### src/rtl/pipeline_ctrl.sv
// Stall/flush sequencer for the 5-stage pipeline: load-use bubbles, branch flush,
// data-memory freeze and a watchdog that traps a memory that never acknowledges.
module pipeline_ctrl #(
    parameter int unsigned MEM_TIMEOUT = 255,
    parameter int unsigned CNT_W       = 16
) (
    input  logic             clk_i,
    input  logic             rst_i,
    input  logic [4:0]       ifid_rs_i,
    input  logic [4:0]       ifid_rt_i,
    input  logic             idex_memread_i,
    input  logic [4:0]       idex_rt_i,
    input  logic             branch_taken_i,
    input  logic             exmem_memread_i,
    input  logic             exmem_memwrite_i,
    input  logic             dmem_ack_i,
    output logic             dmem_req_o,
    output logic             pc_write_o,
    output logic             ifid_write_o,
    output logic             ifid_flush_o,
    output logic             idex_write_o,
    output logic             idex_bubble_o,
    output logic             exmem_write_o,
    output logic             memwb_bubble_o,
    output logic             timeout_o,
    output logic [CNT_W-1:0] stall_cnt_o
);

    localparam int unsigned WAIT_W = $clog2(MEM_TIMEOUT + 1);

    typedef enum logic [1:0] {
        ST_RUN      = 2'd0,
        ST_MEM_WAIT = 2'd1,
        ST_ERROR    = 2'd2
    } state_t;

    state_t            state_q;
    state_t            state_d;
    logic [WAIT_W-1:0] wait_q;
    logic [WAIT_W-1:0] wait_d;
    logic [CNT_W-1:0]  stall_cnt_q;
    logic              timeout_q;

    logic memop_c;
    logic load_use_hit_c;
    logic mem_stall_c;
    logic lu_stall_c;
    logic error_c;

    assign memop_c        = exmem_memread_i | exmem_memwrite_i;
    assign load_use_hit_c = idex_memread_i && (idex_rt_i != 5'd0) &&
                            ((idex_rt_i == ifid_rs_i) || (idex_rt_i == ifid_rt_i));

    // State, wait-state and stall counters
    always_ff @(posedge clk_i or posedge rst_i) begin
        if (rst_i) begin
            state_q     <= ST_RUN;
            wait_q      <= '0;
            stall_cnt_q <= '0;
            timeout_q   <= 1'b0;
        end else begin
            state_q <= state_d;
            wait_q  <= wait_d;
            if ((mem_stall_c || lu_stall_c) && (stall_cnt_q != {CNT_W{1'b1}})) begin
                stall_cnt_q <= stall_cnt_q + CNT_W'(1);
            end
            if (state_d == ST_ERROR) begin
                timeout_q <= 1'b1;
            end
        end
    end

    // Next state and pipeline controls; priority error > mem stall > load-use > branch
    always_comb begin
        state_d        = state_q;
        wait_d         = wait_q;
        mem_stall_c    = 1'b0;
        lu_stall_c     = 1'b0;
        error_c        = 1'b0;
        dmem_req_o     = 1'b0;
        pc_write_o     = 1'b1;
        ifid_write_o   = 1'b1;
        ifid_flush_o   = 1'b0;
        idex_write_o   = 1'b1;
        idex_bubble_o  = 1'b0;
        exmem_write_o  = 1'b1;
        memwb_bubble_o = 1'b0;

        case (state_q)
            ST_RUN: begin
                dmem_req_o = memop_c;
                if (memop_c && !dmem_ack_i) begin
                    mem_stall_c = 1'b1;
                    state_d     = ST_MEM_WAIT;
                    wait_d      = '0;
                end
            end
            ST_MEM_WAIT: begin
                dmem_req_o = 1'b1;
                if (dmem_ack_i) begin
                    state_d = ST_RUN;
                end else begin
                    mem_stall_c = 1'b1;
                    if (wait_q == WAIT_W'(MEM_TIMEOUT - 1)) begin
                        state_d = ST_ERROR;
                    end else begin
                        wait_d = wait_q + WAIT_W'(1);
                    end
                end
            end
            ST_ERROR: begin
                error_c = 1'b1;
            end
            default: begin
                state_d = ST_RUN;
                wait_d  = '0;
            end
        endcase

        if (error_c) begin
            dmem_req_o    = 1'b0;
            pc_write_o    = 1'b0;
            ifid_write_o  = 1'b0;
            idex_write_o  = 1'b0;
            exmem_write_o = 1'b0;
        end else if (mem_stall_c) begin
            pc_write_o     = 1'b0;
            ifid_write_o   = 1'b0;
            idex_write_o   = 1'b0;
            exmem_write_o  = 1'b0;
            memwb_bubble_o = 1'b1;
        end else if (load_use_hit_c) begin
            // Single bubble: next cycle the load has moved on to MEM
            lu_stall_c    = 1'b1;
            pc_write_o    = 1'b0;
            ifid_write_o  = 1'b0;
            idex_bubble_o = 1'b1;
        end else if (branch_taken_i) begin
            ifid_flush_o = 1'b1;
            pc_write_o   = 1'b1;
        end

        // Whole pipe held while reset is asserted; request dropped at once
        if (rst_i) begin
            dmem_req_o     = 1'b0;
            pc_write_o     = 1'b0;
            ifid_write_o   = 1'b0;
            ifid_flush_o   = 1'b0;
            idex_write_o   = 1'b0;
            idex_bubble_o  = 1'b0;
            exmem_write_o  = 1'b0;
            memwb_bubble_o = 1'b0;
        end
    end

    assign timeout_o   = timeout_q;
    assign stall_cnt_o = stall_cnt_q;

endmodule
### config.mk
export PLATFORM = sky130hd
export DESIGN_NAME = pipeline_ctrl
export DESIGN_NICKNAME = d
export VERILOG_FILES = /design/src/rtl/pipeline_ctrl.sv
export SDC_FILE = /design/constraint.sdc
export NUM_CORES = 1
export LEC_CHECK = 0
export CAP_MARGIN = 20
export CORE_ASPECT_RATIO = 1.1
export CORE_MARGIN = 2
export CORE_UTILIZATION = 25
export DETAILED_ROUTE_END_ITERATION = 6
export HOLD_SLACK_MARGIN = 0.12
export MAX_ROUTING_LAYER = met4
export SETUP_SLACK_MARGIN = 0.2
export SYNTH_ARGS = -nofsm -noshare
export SYNTH_HDL_FRONTEND = slang
export SYNTH_SLANG_ARGS = --single-unit
export TNS_END_PERCENT = 30
### constraint.sdc
create_clock -name clk_i -period 2.44 [get_ports clk_i]
set_clock_uncertainty 0.05 [all_clocks]
set_input_delay 0.366 -clock clk_i [delete_from_list [all_inputs] [get_ports clk_i]]
set_output_delay 0.366 -clock clk_i [all_outputs]
set_load 0.05 [all_outputs]
* Yosys cells after proc, flatten, opt, wreduce, memory -nomap -nowiden
Cells that the tools add are included.
** Storage, ports and cells
- Register bits after elaboration :: 27
- Bits of input ports :: 22
- Output and inout port bits :: 25
** Operators by class
- Add/subtract/negate cells :: 2
- Equal/unequal tests :: 10
- Reduce and logical (&&, ||, !) cells :: 10
- Mux-type cells :: 34
- Bitwise gates (word level) :: 2
** Operators with widths (count)
- two-way mux 1 bit :: 24
- two-way mux 8 bit :: 3
- case mux 8 bit (3 select lines) :: 1
- adder 16 x 1 -> 16 bit, second input constant :: 1
- inequality test 16 bit, second input constant :: 1
- == test 5 bit :: 2
- adder 8 x 1 -> 8 bit, second input constant :: 1
- == test 8 bit, second input constant :: 1
- two-way mux 2 bit :: 3
- inequality test 2 bit, second input constant :: 3
- case mux 2 bit (3 select lines) :: 1
- nonzero test 5 bit :: 1
- == test 2 bit, second input constant :: 2
- logical AND 1 bit :: 4
- case mux 1 bit (2 select lines) :: 2
- AND reduction 4 bit :: 1
- == test 2 x 1 -> 1 bit, second input constant :: 1
- zero test 2 bit :: 1
- logical OR 1 bit :: 2
- zero test 1 bit :: 1
- inverter 1 bit :: 1
- bitwise OR 1 bit :: 1

* Longest topological paths before layout
Gate-level depths: netlist of run 1.
- Depth after elaboration :: 8
- Depth in mapped cells :: 7
- Depth with buffers taken out :: 7

* Least setup slack after synthesis of run 1
OpenSTA, ideal clock, no wires.
- Kind :: register to output
- Start point :: register state_q[0]
- End point :: output pc_write_o
- Slack :: -843 ps
- Required time :: 2024 ps
- Cell stages (with the launch flop) :: 6
- Arrival time :: 2867 ps
- Cell sequence :: dfrtp_1 > nor3_1 > nor3_1 > nor3_1 > and2_1 > buf_4
** Between the ends
- Longest elaborated chain between the ends :: 5
- Elaborated cells on any way between the ends :: 8
- Classes of those cells :: eq/ne: 2; mux: 5; reduce/logical: 1
** RTL lines
- from (decl) :: RTL line 37 : state_t state_q;
- from (signal assigned) :: RTL line 62 : state_q <= state_d;
- == test 2 x 1 -> 1 bit or zero test 2 bit (tied branches) :: RTL line 89 : case (state_q)
- case mux 1 bit (2 select lines) :: RTL line 89
- two-way mux 1 bit
- two-way mux 1 bit * (2 in a row)
- to (decl) :: RTL line 18 : output logic pc_write_o,
Every way passes the cells marked *; elsewhere a longest branch is shown, timed or not.

* Worst setup path after layout of run 1
- Start point :: input idex_rt_i[2]
- End point :: output ifid_flush_o
** Between the ends
- Longest elaborated chain between the ends :: 7
- Elaborated cells on any way between the ends :: 10
- Classes of those cells :: eq/ne: 2; mux: 4; reduce/logical: 4
** RTL lines
- from (decl) :: RTL line 12 : input logic [4:0] idex_rt_i,
- == test 5 bit or nonzero test 5 bit (tied branches) :: RTL line 52, 51
- logical OR 1 bit or logical AND 1 bit (tied branches) :: RTL line 52, 51
- logical AND 1 bit * :: RTL line 51 : assign load_use_hit_c = idex_memread_i && (idex_rt_i != 5'd0) &&
- two-way mux 1 bit * :: RTL line 132 : end else if (load_use_hit_c) begin
- two-way mux 1 bit * :: RTL line 126 : end else if (mem_stall_c) begin
- two-way mux 1 bit * :: RTL line 120 : if (error_c) begin
- two-way mux 1 bit * :: RTL line 144 : if (rst_i) begin
- to (decl) :: RTL line 20 : output logic ifid_flush_o,
Marks and branches as above.

==> impl_metrics.ini, run 1 <==
[sta]
slew_violations = 0
hold_violations = 0
fmax_ghz = 0.458
rsz0062_at_grt = no
finalSetupViolations = 0
fin_crit_ns = 2.18
setup_slack_ns = 0.256
tightest_slew_ns = 0.510
finalCritPeriodShare_pct = 89.5
slew_headroom_pct = 65.9

[clock_tree]
cts_tree = done
cts_hold_repair.buffers = 0
cts-root-buf = clkbuf_8
clock-sinks = 27
ctsHtreeMaxLevel = 1
insertion_delay_ns = 0.27
clkTransAtPathRegs_ns = 0.09
cts_buffers = 3
cts_buffer_depth = 2

[layout]
multiInputGateArea_um2 = 897
regArea_um2 = 676
postLayoutCoreUtil_pct = 38.4
drive_gt1_share_pct = 18.4
num_antenna_cells = 0
nets = 238
nFillCells = 617
syn_to_final_growth_pct = 51.3

[power]
ir_drop_uv = 391
intPower_uw = 862
clkPwrFrac_pct = 17.5
combPwrFrac_pct = 40.9
total_power_mw = 1.42
switching_share_pct = 39.3
pwr-share-seq_pct = 41.6
p_leak_nw = 1.00
p_per_area_nw_per_um2 = 608
p_sw_uw = 557

[global_route]
antenna_found_initial = 0
grt-ovfl-total = 0
grt_pass1_wl_um = 5660
grt_pass1_vias = 1298
track_usage_pct = 10.5
grt_max_degree = 28

[place]
post-dp-hpwl_um = 2530
place_ws_ns = -0.0520
gp_congestion = 0.783
port_buffers = 46

[die]
coreArea_um2 = 6080
die_h_um = 86.4
ios = 47
die-area_um2 = 6820
initial_utilization_pct = 25.4
die_w_um = 78.9
rows = 30

[detailed_routing]
drtIter0Drc = 63
dr.pass1.iters = 4
vias = 1316
finalWirelength_um = 3300
via_per_inst = 4.51
drc = 0
antenna_left = 0
wire_per_inst_um = 11.3

[synthesis]
synth_fa_ha_area_share_pct = 2.43
synthMuxAreaShare_pct = 0.730
yosys-top-cells-count = 27 x dfrtp_1, 18 x nor2_1, 15 x xnor2_1
yosysMostFrequentCell = dfrtp_1
synth_top_family_by_area = simple AND/OR/NAND/NOR gates
synth_nets = 183
synth_xor_area_share_pct = 16.5
async_flop_share_pct = 100
synth_area_leaders = dfrtp_1 44%, xnor2_1 8.5%, xor2_1 7.9%
ys.warnings.count = 0
synthSimpleGateAreaFrac_pct = 26.8
synth_cell_type_count = 33
synth_area_leader_cell = dfrtp_1
synth.top_cell.area_share_pct = 43.8
ys_seq_area_share_pct = 43.8
ys_ff_latch = 27
ys.flop_type = dfrtp_1
synth_edf_count = 0
avgSynthCellArea_um2 = 9.76
synth_area_um2 = 1540
synth_compound_area_share_pct = 6.81
syn_inst = 158

[worst_hold_path]
holdCritPathClass = reg2reg

[critical_path]
worstPathMaxFanout = 3
crit_arrival_ns = 1.77
crit_path_start_kind = input port
worstPathRequired_ns = 2.02
critPathKind = in2out
end_kind = output port

[job]
max-cap-violations = 0

[outcome]
status = completed
area by class of cell:
cell class                      count  share of cell area (%)
Clock inverter                      1                   0.214
Sequential cell                    27                    29.0
Multi-Input combinational cell    124                    38.4
Clock buffer                        3                    1.77
Timing Repair Buffer               54                    25.8
Inverter                            3                   0.483
Tap cell                           80                    4.29
layout by cell type, fill, tap and decap left out, types with 3 or more instances in the layout:
cell             count
clkdlybuf4s50_1     27
dfrtp_1             27
nor2_1              18
xnor2_1             15
xor2_1              13
nand3_1             11
nand4_1              9
nand2_1              8
buf_4                8
and3_1               7
buf_12               7
dlymetal6s2s_1       6
nor3_1               4
a21oi_1              4
inv_1                3
ha_1                 3
clkbuf_8             3
dlygate4sd2_1        3
worst max-delay path, cell delays in order:
cell and delay, ns:
clkdlybuf4s15_1 0.24, or4_4 0.55, o21ai_4 0.14, or2_4 0.15, and3_4 0.18, buf_12 0.13
metal layers:
metal / track usage (%) / part of all wire [%] / routed length, µm / up-vias
li1: - / - / - / 659
met1: 12.8 / 44 / 1450 / 624
met2: 17.6 / 51 / 1690 / 31
met3: 1.35 / 3.7 / 122 / 2
met4: 4.39 / 1.2 / 40 / 0
met5: - / 0 / 0 / -
power by group through the flow:
stage | clock network (mW) | logic [mW] | registers [mW]
after floorplan | 0 | 0.192 | 0.755
after global placement | 0 | 0.575 | 0.598
after global routing | 0.285 | 0.620 | 0.602
final | 0.249 | 0.580 | 0.590
after CTS | 0.264 | 0.581 | 0.590
after detailed placement | 0 | 0.576 | 0.598
per-stage QoR:
step	std cells	instance area, µm²	TNS [ns]	hold WS, ns
after floorplan	158	1560	0	0.369
after global placement	287	2210	-0.0640	0.419
after detailed placement	287	2210	-0.177	0.423
after CTS	292	2280	0	0.446
after global routing	292	2330	0	0.451
final	292	2330	0	0.444
repair_timing:
item                                    in CTS  in global routing
resized for setup                           10                 15
buffers inserted                             1                  0
endpoints found under the setup margin       4                 21
pin swaps                                    4                  7
state kept, by name, summed over array words and instances, names as in the netlist:
signal / flops
state_q: 2
timeout_o: 1
stall_cnt_o: 16
wait_q: 8
final timing paths:
path,end,from,slack [ns],cells after the start
setup / recovery,ifid_flush_o,idex_rt_i[2],0.26,6
hold / removal,timeout_o,timeout_o,0.44,1
setup reg to reg,stall_cnt_o[1],stall_cnt_o[0],0.39,6
hold reg to reg,timeout_o,timeout_o,0.44,1
max in group asynchronous,stall_cnt_o[4],rst_i,1.55,3
min in group asynchronous,timeout_o,rst_i,0.54,3
cells by family (layout without fill, tap and decap cells):
family          Yosys count  count (layout)
compound gates           13              13
xor+xnor                 29              29
fa+ha+maj                 3               3
buf+inv                   7              61
flops                    27              27
mux                       1               1
simple gates             78              78
(Power assumes the default switching activity.)
==> inputs of run 2 (changes only) <==
--- a/config.mk
+++ b/config.mk
@@ -6,12 +6,15 @@
 export NUM_CORES = 1
 export LEC_CHECK = 0
 export CAP_MARGIN = 20
+export CELL_PAD_IN_SITES_DETAIL_PLACEMENT = 0
+export CELL_PAD_IN_SITES_GLOBAL_PLACEMENT = 1
 export CORE_ASPECT_RATIO = 1.1
 export CORE_MARGIN = 2
 export CORE_UTILIZATION = 25
 export DETAILED_ROUTE_END_ITERATION = 6
 export HOLD_SLACK_MARGIN = 0.12
 export MAX_ROUTING_LAYER = met4
+export PLACE_DENSITY_LB_ADDON = 0.1
 export SETUP_SLACK_MARGIN = 0.2
 export SYNTH_ARGS = -nofsm -noshare
 export SYNTH_HDL_FRONTEND = slang
==> run 2 against run 1 <==
Sequential share of layout area grew 0.60 points; clock power up 4%; count of clock-buffer cells in the layout is the same; non-clock buffer count down 1; sequential power about the same; wire length is 6.7% higher; register-to-register slack got worse by 0.02 ns; cell area shrank 2.0%.
==> impl_metrics.ini, run 2 (synthesized netlist as in run 1, its figures left out) <==
[critical_path]
cp_cell_sequence = clkdlybuf4s50_1 > xor2_1 > nor3_2 > a22oi_2 > or2_4 > and3_4 > buf_12
worstPathMaxFanout = 3
critPathKind = in2out
worstPathRequired_ns = 2.02
slowest_stage = clkdlybuf4s50_1
slowest_delay_ns = 0.47
worstReg2RegStart = stall_cnt_o[0]
end_kind = output port
timing.critical_path.buf_inv = 2
crit_path_start = ifid_rt_i[3]
path_delay_family = buffers and inverters
crit_arrival_ns = 1.77
crit_path_start_kind = input port

[clock_tree]
ctsHtreeMaxLevel = 1
insertion_delay_ns = 0.27
cts-root-buf = clkbuf_8
cts_tree = done
clkTransAtPathRegs_ns = 0.09
cts_hold_repair.buffers = 0
cts_buffer_depth = 2
cts_buffers = 3
clock-sinks = 27

[layout]
finalInstanceArea_um2 = 2290
postLayoutCoreUtil_pct = 37.6
layout_common_cells = 27 x dfrtp_1, 26 x clkdlybuf4s50_1, 18 x nor2_1
nets = 237
drive_gt1_share_pct = 17.5
nFillCells = 626
num_antenna_cells = 0
syn_to_final_growth_pct = 48.2
mostFrequentLayoutCell = dfrtp_1
final_cells = 291
largest_reg_flops = 16

[die]
rows = 30
ios = 47
die_h_um = 86.4
coreArea_um2 = 6080
die_w_um = 78.9
initial_utilization_pct = 25.4
die-area_um2 = 6820

[sta]
finalCritPeriodShare_pct = 89.6
slew_headroom_pct = 65.8
slew_violations = 0
fmax_ghz = 0.457
hold_violations = 0
finalSetupViolations = 0
setup_tns_ns = 0
fin_crit_ns = 2.19
setup_slack_ns = 0.253
tightest_slew_ns = 0.511
timing.hold.ws_ns = 0.438
rsz0062_at_grt = yes

[worst_hold_path]
hold_start = timeout_o
holdCritPathClass = reg2reg

[detailed_routing]
drc = 0
dr.pass1.iters = 4
via_per_inst = 4.56
drtIter0Drc = 39
vias = 1327
finalWirelength_um = 3520
antenna_left = 0
wire_per_inst_um = 12.1

[place]
place_ws_ns = -0.0456
port_buffers = 46
post-dp-hpwl_um = 2710
dpl_cell_area_um2 = 2200
gp_congestion = 0.713
place_inst = 287

[global_route]
track_usage_pct = 11.4
grt_pass1_vias = 1355
grt_max_degree = 28
antenna_found_initial = 0
grt_pass1_wl_um = 6070
grt-ovfl-total = 0

[power]
p_leak_nw = 0.990
ir_drop_uv = 385
total_power_mw = 1.42
p_per_area_nw_per_um2 = 622

[job]
max-cap-violations = 0

[outcome]
status = completed
[run 2: cell type report]
| cell class | count | area, µm² | share of cell area (%) |
|---|---|---|---|
| clock buffers | 3 | 41.3 | 1.81 |
| multi-input cells | 124 | 873 | 38.2 |
| inverters | 3 | 11.3 | 0.493 |
| repair buffers | 53 | 577 | 25.2 |
| clock inverters | 1 | 7.51 | 0.328 |
| flip-flops and latches | 27 | 676 | 29.6 |
| well taps | 80 | 100 | 4.38 |
[run 2: per-layer routing]
metal | vias to the layer above | wire length, µm | GRT usage (%)
li1 | 652 | - | -
met1 | 622 | 1600 | 14.3
met2 | 49 | 1690 | 18.6
met3 | 4 | 175 | 1.56
met4 | 0 | 60 | 4.23
met5 | - | 0 | -
[run 2: where the power goes]
group | total [mW] | internal, mW | switching, mW
registers | 0.589 | 0.509 | 0.0800
clock network | 0.260 | 0.116 | 0.144
logic | 0.572 | 0.233 | 0.339
[run 2: timing repair]
action | CTS | global route
gates cloned | 0 | 0
pin swaps | 4 | 6
hold endpoints to repair | 0 | 0
setup endpoints to repair | 4 | 6
resized for setup | 10 | 12
buffers inserted | 0 | 0
[run 2: final timing paths]
kind,slack (ns),cells after the start,end
max,0.25,7,ifid_flush_o
min,0.44,1,timeout_o
min in group asynchronous,0.56,3,wait_q[1]
max reg2reg,0.37,7,stall_cnt_o[10]
max in group asynchronous,1.51,3,wait_q[4]
min reg2reg,0.44,1,timeout_o
[run 2: worst register-to-register path, cell delays in order, from the launching register on]
cell and delay, ns:
dfrtp_1 0.44, ha_1 0.25, and3_1 0.22, and4_1 0.26, nand2b_1 0.26, buf_4 0.21
nand4_1 0.12, xnor2_1 0.14
==> inputs of run 3 (changes only) <==
--- a/config.mk
+++ b/config.mk
@@ -9,7 +9,7 @@
 export CELL_PAD_IN_SITES_DETAIL_PLACEMENT = 0
 export CELL_PAD_IN_SITES_GLOBAL_PLACEMENT = 1
 export CORE_ASPECT_RATIO = 1.1
-export CORE_MARGIN = 2
+export CORE_MARGIN = 5
 export CORE_UTILIZATION = 25
 export DETAILED_ROUTE_END_ITERATION = 6
 export HOLD_SLACK_MARGIN = 0.12
==> run 3 against run 2 <==
Count of clock-buffer cells in the layout stayed put; register-to-register slack worse by 0.03 ns; setup slack worse by 0.010 ns; worst hold slack better by 0.0053 ns; wire length increased by 5.8%; clock power is 2% higher; final cell count grew 0.34%; global-route usage fell by 1.6 points; critical path type unchanged; critical endpoint unchanged; largest cell class unchanged.
==> impl_metrics.ini, run 3 (synthesized netlist as in run 1, its figures left out) <==
[outcome]
status = completed

[die]
ios = 47
rows = 30
initial_utilization_pct = 25.4
die-area_um2 = 7840
die_w_um = 84.9
coreArea_um2 = 6080
die_h_um = 92.4

[critical_path]
critPathKind = in2out
path_delay_family = simple AND/OR/NAND/NOR gates
crit_arrival_ns = 1.78
worstPathRequired_ns = 2.02
worstPathMaxFanout = 3
slowest_delay_ns = 0.49
cp_cell_sequence = dlygate4sd2_1 > or4_4 > o21ai_2 > or2_4 > and3_4 > buf_12
slowest_stage = or4_4
timing.critical_path.buf_inv = 2
end_kind = output port
crit_path_start_kind = input port

[clock_tree]
cts_buffer_depth = 2
cts-root-buf = clkbuf_8
cts_hold_repair.buffers = 0
clock-sinks = 27
cts_buffers = 3
clkTransAtPathRegs_ns = 0.10
ctsHtreeMaxLevel = 1
insertion_delay_ns = 0.28
cts_tree = done

[sta]
finalCritPeriodShare_pct = 90.1
slew_violations = 0
slew_headroom_pct = 64.9
setup_tns_ns = 0
tightest_slew_ns = 0.525
hold_violations = 0
finalSetupViolations = 0
fin_crit_ns = 2.20
fmax_ghz = 0.455
rsz0062_at_grt = no

[power]
ir_drop_uv = 270
p_per_area_nw_per_um2 = 621
p_leak_nw = 1.01

[job]
max-cap-violations = 0

[global_route]
grt_pass1_vias = 1269
antenna_found_initial = 0
grt_max_degree = 28
track_usage_pct = 9.78
grt-ovfl-total = 0
grt_pass1_wl_um = 5990

[layout]
drive_gt1_share_pct = 18.9
nets = 238
mostFrequentLayoutCell = dfrtp_1
final_cells = 292
layout_common_cells = 27 x dfrtp_1, 24 x clkdlybuf4s50_1, 18 x nor2_1
syn_to_final_growth_pct = 49.7
postLayoutCoreUtil_pct = 38.0
num_antenna_cells = 0
largest_reg_flops = 16

[place]
port_buffers = 46
post-dp-hpwl_um = 2910
gp_congestion = 0.762
place_inst = 287

[detailed_routing]
drc = 0
dr.pass1.iters = 4
via_per_inst = 4.57
antenna_left = 0
wire_per_inst_um = 12.8
drtIter0Drc = 66
finalWirelength_um = 3730
vias = 1335

[worst_hold_path]
holdCritPathClass = reg2reg
==> run 3: cell types whose count changed in the layout (fill, tap and decap cells not counted) <==
cell / previous run / this run
xor2_1: 14 / 13
dlygate4sd2_1: 3 / 4
buf_12: 6 / 7
dlymetal6s2s_1: 7 / 8
clkdlybuf4s15_1: 1 / 0
xor2_2: 0 / 1
clkbuf_2: 1 / 2
clkdlybuf4s50_1: 26 / 24
==> run 3: repair_timing <==
item | CTS | global route
buffers inserted | 0 | 1
hold endpoints to repair | 0 | 0
resized for setup | 12 | 14
setup endpoints to repair | 4 | 4
pin swaps | 4 | 10
==> run 3: per-stage QoR <==
stage	hold WS, ns	setup slack [ns]	total power, mW	instance area, µm²
after floorplan	0.369	0.111	0.947	1560
after detailed placement	0.430	-0.0729	1.18	2210
final	0.443	0.242	1.43	2310
after global placement	0.402	-0.0371	1.17	2210
after global routing	0.463	0.202	1.51	2310
after CTS	0.452	0.197	1.45	2280
==> run 3: layout make-up <==
class | instances | area [µm²]
Timing Repair Buffer | 54 | 593
Inverter | 3 | 11.3
Clock buffer | 3 | 41.3
Tap cell | 80 | 100
Sequential cell | 27 | 676
Fill cell | 628 | 3770
Multi-Input combinational cell | 124 | 881
Clock inverter | 1 | 7.51
==> run 3: final timing paths <==
check | from | to | slack (ns) | cells past startpoint
max in group asynchronous | rst_i | wait_q[4] | 1.55 | 3
min in group asynchronous | rst_i | stall_cnt_o[0] | 0.52 | 3
worst min-delay path | stall_cnt_o[3] | stall_cnt_o[3] | 0.44 | 1
worst min register to register | stall_cnt_o[3] | stall_cnt_o[3] | 0.44 | 1
worst max-delay path | idex_rt_i[3] | ifid_flush_o | 0.24 | 6
worst max register to register | stall_cnt_o[0] | stall_cnt_o[6] | 0.34 | 7
==> run 3: per-layer routing <==
layer	GRT usage (%)	vias up	routed length, µm
met4	4.75	0	78
met2	15.4	45	1710
li1	-	660	-
met3	1.69	5	192
met1	12.1	625	1740
met5	-	-	0
==> run 3: where the power goes <==
part / internal (mW) / switching, mW
Clock: 0.116 / 0.148
Sequential: 0.509 / 0.0776
Combinational: 0.236 / 0.347
